### src/rtl/fetch_stage.sv
// Instruction fetch: owns the PC, reads combinational imem, loads IF/ID one edge after the PC presents the address.
// Latency 1 cycle from imem_pc to if_id_*. Stall holds PC and IF/ID; a taken branch overrides stall.
module fetch_stage #(
  parameter logic [31:0] RESET_PC   = 32'h0000_0000,
  parameter int unsigned IMEM_BYTES = 16384
) (
  input  logic        clk,
  input  logic        rst,
  output logic [31:0] imem_pc,
  input  logic [31:0] imem_instr,
  input  logic        stall,
  input  logic        flush,
  input  logic        branch_taken,
  input  logic [31:0] branch_target,
  input  logic        jump,
  input  logic [31:0] jump_target,
  output logic [31:0] if_id_instr,
  output logic [31:0] if_id_pc_plus4,
  output logic        if_id_valid,
  output logic        fetch_oob,
  output logic [31:0] fetch_count
);

  typedef struct packed {
    logic [31:0] instr;
    logic [31:0] pc_plus4;
    logic        valid;
  } ifid_t;

  localparam ifid_t       BUBBLE    = '0;
  localparam logic [31:0] LAST_ADDR = 32'(IMEM_BYTES - 4);

  logic [31:0] pc, pc_plus4, pc_nxt;
  ifid_t       ifid, ifid_nxt;
  logic        load_vld, oob_set;

  assign pc_plus4 = pc + 32'd4;

  always_comb begin
    pc_nxt   = pc;
    ifid_nxt = ifid;
    load_vld = 1'b0;
    oob_set  = 1'b0;
    if (branch_taken) begin
      pc_nxt   = branch_target & ~32'h3;
      ifid_nxt = BUBBLE;
    end else if (jump && !stall) begin
      pc_nxt   = jump_target & ~32'h3;
      ifid_nxt = BUBBLE;
    end else if (stall) begin
      if (flush) ifid_nxt = BUBBLE;
    end else begin
      pc_nxt = pc_plus4;
      if (flush) begin
        ifid_nxt = BUBBLE;
      end else if (pc > LAST_ADDR) begin
        // Address beyond the memory: never present garbage as a real instruction.
        ifid_nxt = BUBBLE;
        oob_set  = 1'b1;
      end else begin
        ifid_nxt = '{instr: imem_instr, pc_plus4: pc_plus4, valid: 1'b1};
        load_vld = 1'b1;
      end
    end
  end

  always_ff @(posedge clk) begin
    if (rst) begin
      pc          <= RESET_PC;
      ifid        <= BUBBLE;
      fetch_oob   <= 1'b0;
      fetch_count <= '0;
    end else begin
      pc   <= pc_nxt;
      ifid <= ifid_nxt;
      if (oob_set) fetch_oob <= 1'b1;
      if (load_vld && fetch_count != 32'hFFFF_FFFF) fetch_count <= fetch_count + 32'd1;
    end
  end

  assign imem_pc        = pc;
  assign if_id_instr    = ifid.instr;
  assign if_id_pc_plus4 = ifid.pc_plus4;
  assign if_id_valid    = ifid.valid;

endmodule

### config.mk
export PLATFORM = sky130hd
export DESIGN_NAME = fetch_stage
export DESIGN_NICKNAME = d
export VERILOG_FILES = /design/src/rtl/fetch_stage.sv
export SDC_FILE = /design/constraint.sdc
export NUM_CORES = 1
export LEC_CHECK = 0
export ABC_AREA = 1
export ABC_CLOCK_PERIOD_IN_PS = 2000
export CORE_MARGIN = 4
export CORE_UTILIZATION = 46
export DETAILED_ROUTE_END_ITERATION = 12
export HOLD_SLACK_MARGIN = 0.08
export PLACE_DENSITY = 0.81
export SYNTH_ARGS = -nofsm -noshare
export SYNTH_HDL_FRONTEND = slang
export SYNTH_SLANG_ARGS = --single-unit
export TNS_END_PERCENT = 100
### constraint.sdc
create_clock -name clk -period 2 [get_ports clk]
set_input_delay 0.4 -clock clk [delete_from_list [all_inputs] [get_ports clk]]
set_output_delay 0.4 -clock clk [all_outputs]
set_load 0.02 [all_outputs]
==> flow_summary.json <==
{
  "status": "finished, final reports clean",
  "ant_nets": 0,
  "clock_sinks": 126,
  "fin_hold_ws_ps": 307,
  "worst_r2r_path_depth": 9,
  "fin_crit_ps": 1960,
  "layout_common_cells": "nand2_1 (427), clkdlybuf4s50_1 (219), nor2_1 (182), dfxtp_1 (126), a21oi_1 (99)",
  "placementRows": 43,
  "hold_viol_final": 0,
  "grt_pass1_vias": 7225,
  "cts_tree": "built",
  "num_vias": 7725,
  "maxSlewViolCount": 0,
  "holdPathStages": 4,
  "rsz0062_at_grt": "no",
  "syn_area_um2": 6740,
  "viasPerCell": 5.06,
  "wl_per_cell_um": 15.4,
  "place_congestion": 1.02,
  "cp-end-kind": "output port",
  "syn_inst": 1096,
  "fmax_ghz": 0.509,
  "core_um2": 14100,
  "worstSetupPathDepth": 1,
  "synth_cell_types": 32,
  "utilization_pct": 70.6,
  "io_pins": 232,
  "yosysTopAreaCell": "dfxtp_1",
  "worst_setup_path_start_kind": "register",
  "clk_latency_ps": 420,
  "worst_pin_slew_ps": 685,
  "grt_max_degree": 62,
  "overflow": 0,
  "initialDrtViolationCount": 533,
  "synth-warning-count": 0,
  "cts_setup_buffers": 0,
  "grt_first_pass_wirelength_um": 36200,
  "dp.cells": 1494,
  "cts_made_buffers": 17,
  "start_util_pct": 47.8,
  "io_buffers": 223,
  "avgSynthCellArea_um2": 6.15,
  "cp_max_fo": 7,
  "setup_viol": 0,
  "grt_use_total_pct": 27.4,
  "fp.dieH_um": 129,
  "yosysSeqAreaShare_pct": 37.4,
  "fin_setup_tns_ps": 0,
  "relSlewSlack_pct": 54.3,
  "drive_gt1_share_pct": 6.98,
  "peakVddDrop_v": 0.000643,
  "clockBufferDepth": 2,
  "fin_crit_sh_pct": 98.2,
  "worst_ep_arrival_time_ps": 1560,
  "crit_chain": "clkdlybuf4s50_1",
  "root_buffer": "clkbuf_16",
  "maxCapViolCount": 0,
  "skew_ps": 11.2,
  "clkTransAtPathRegs_ps": 60,
  "dieArea_um2": 16700,
  "crit_family": "buffers and inverters",
  "syn2layout_area_growth_pct": 47.6,
  "worst-path-buf-inv": 1,
  "synth_area_leaders": "dfxtp_1 (37%), nand2_1 (24%), nor2_1 (10%)",
  "power_leakage_uw": 0.00366,
  "antenna_found_initial": 0,
  "path_class": "register to output port",
  "final_cells": 1526,
  "dp_hpwl_um": 17700,
  "powerDensity_nw_per_um2": 642,
  "die_w_um": 129,
  "hold_path.class": "primary input to register",
  "drt-pass1-iter-count": 5,
  "fin_nets": 1437,
  "htree_num_levels": 4,
  "synth-seq-cells": 126,
  "slowest_stage": "clkdlybuf4s50_1",
  "drc_errors": 0,
  "insertedDiodeCount": 0,
  "wl_um": 23500,
  "yosysTopAreaCellShare_pct": 37.4,
  "required_ps": 1600,
  "max_stage_delay_ps": 670,
  "layout_commonest_cell": "nand2_1"
}
==> power by group <==
group | switching (uW) | internal [uW] | total (uW)
clock network | 1250 | 1760 | 3010
registers | 60.0 | 2550 | 2610
logic | 389 | 375 | 763
==> through the flow <==
stage / instance area (um2) / total power [uW] / worst slack, ps
after floorplan: 6750 / 3000 / 129
after global placement: 9370 / 3410 / 63.8
after detailed placement: 9370 / 3420 / -2.93
after CTS: 9940 / 6400 / 16.4
after global routing: 9950 / 6610 / 2.09
final: 9950 / 6380 / 35.4
==> cells by family (layout without fill, tap and decap cells) <==
| kind of cell | count (synthesis) | after routing | share of synthesized area [%] |
|---|---|---|---|
| other cells | 1 | 4 | 0.0556 |
| xor+xnor | 29 | 29 | 3.77 |
| flops | 126 | 126 | 37.4 |
| compound gates | 144 | 144 | 11.1 |
| fa+ha+maj | 2 | 2 | 0.371 |
| simple gates | 670 | 670 | 39.5 |
| buf+inv | 124 | 371 | 7.82 |
==> Yosys cell counts <==
master	number
clkinv_1	2
xnor2_1	6
o21ai_0	31
clkbuf_1	31
buf_4	5
o221ai_1	1
nand2_1	427
a31oi_1	6
nor3_2	1
conb_1	1
o21ai_1	1
nand3b_1	9
nand3_2	2
inv_1	71
o211ai_1	3
nor3_1	2
ha_1	2
buf_6	5
inv_2	5
xor2_1	23
nand3_1	28
nand2_2	2
buf_1	1
or2_2	3
nand4_1	5
o21a_1	3
nor2_4	3
dfxtp_1	126
nor2_2	3
buf_2	4
nor2_1	185
a21oi_1	99
==> state kept, by name (all words and copies together) (netlist names) <==
name and cells:
if_id_pc_plus4 30, fetch_count 32, if_id_valid 1, if_id_instr 32, fetch_oob 1, imem_pc 30
==> final timing paths <==
check / startpoint / endpoint / slack [ps]
worst min register to register: if_id_pc_plus4[17]$_SDFFE_PP0P_ / if_id_pc_plus4[17]$_SDFFE_PP0P_ / 440
worst max register to register: imem_pc[2]$_SDFFE_PP0P_ / imem_pc[14]$_SDFFE_PP0P_ / 150
worst max-delay path: imem_pc[26]$_SDFFE_PP0P_ / imem_pc[26] / 40
worst min-delay path: rst / fetch_count[1]$_SDFFE_PP0P_ / 310
==> layout make-up <==
class,instances,area (um2)
Multi-Input combinational cell,849,3720
Clock inverter,14,135
Sequential cell,126,2520
Timing Repair Buffer,261,2620
Tap cell,180,225
Fill cell,1254,4150
Clock buffer,18,439
Inverter,78,293
==> timing repair <==
action / CTS / global route
resized for setup: 1 / 4
setup endpoints to repair: 1 / 4
cloned: 0 / 0
hold endpoints to repair: 0 / 0
hold buffers: 0 / 0
==> routing by layer <==
layer | vias to the layer above | global-route usage [%] | wire length [um]
met3 | 58 | 5.81 | 1590
met4 | 0 | 11.3 | 801
met5 | - | 0 | 0
li1 | 3894 | - | -
met1 | 3486 | 34.0 | 9690
met2 | 287 | 46.4 | 11400
(Power assumes the default switching activity.)
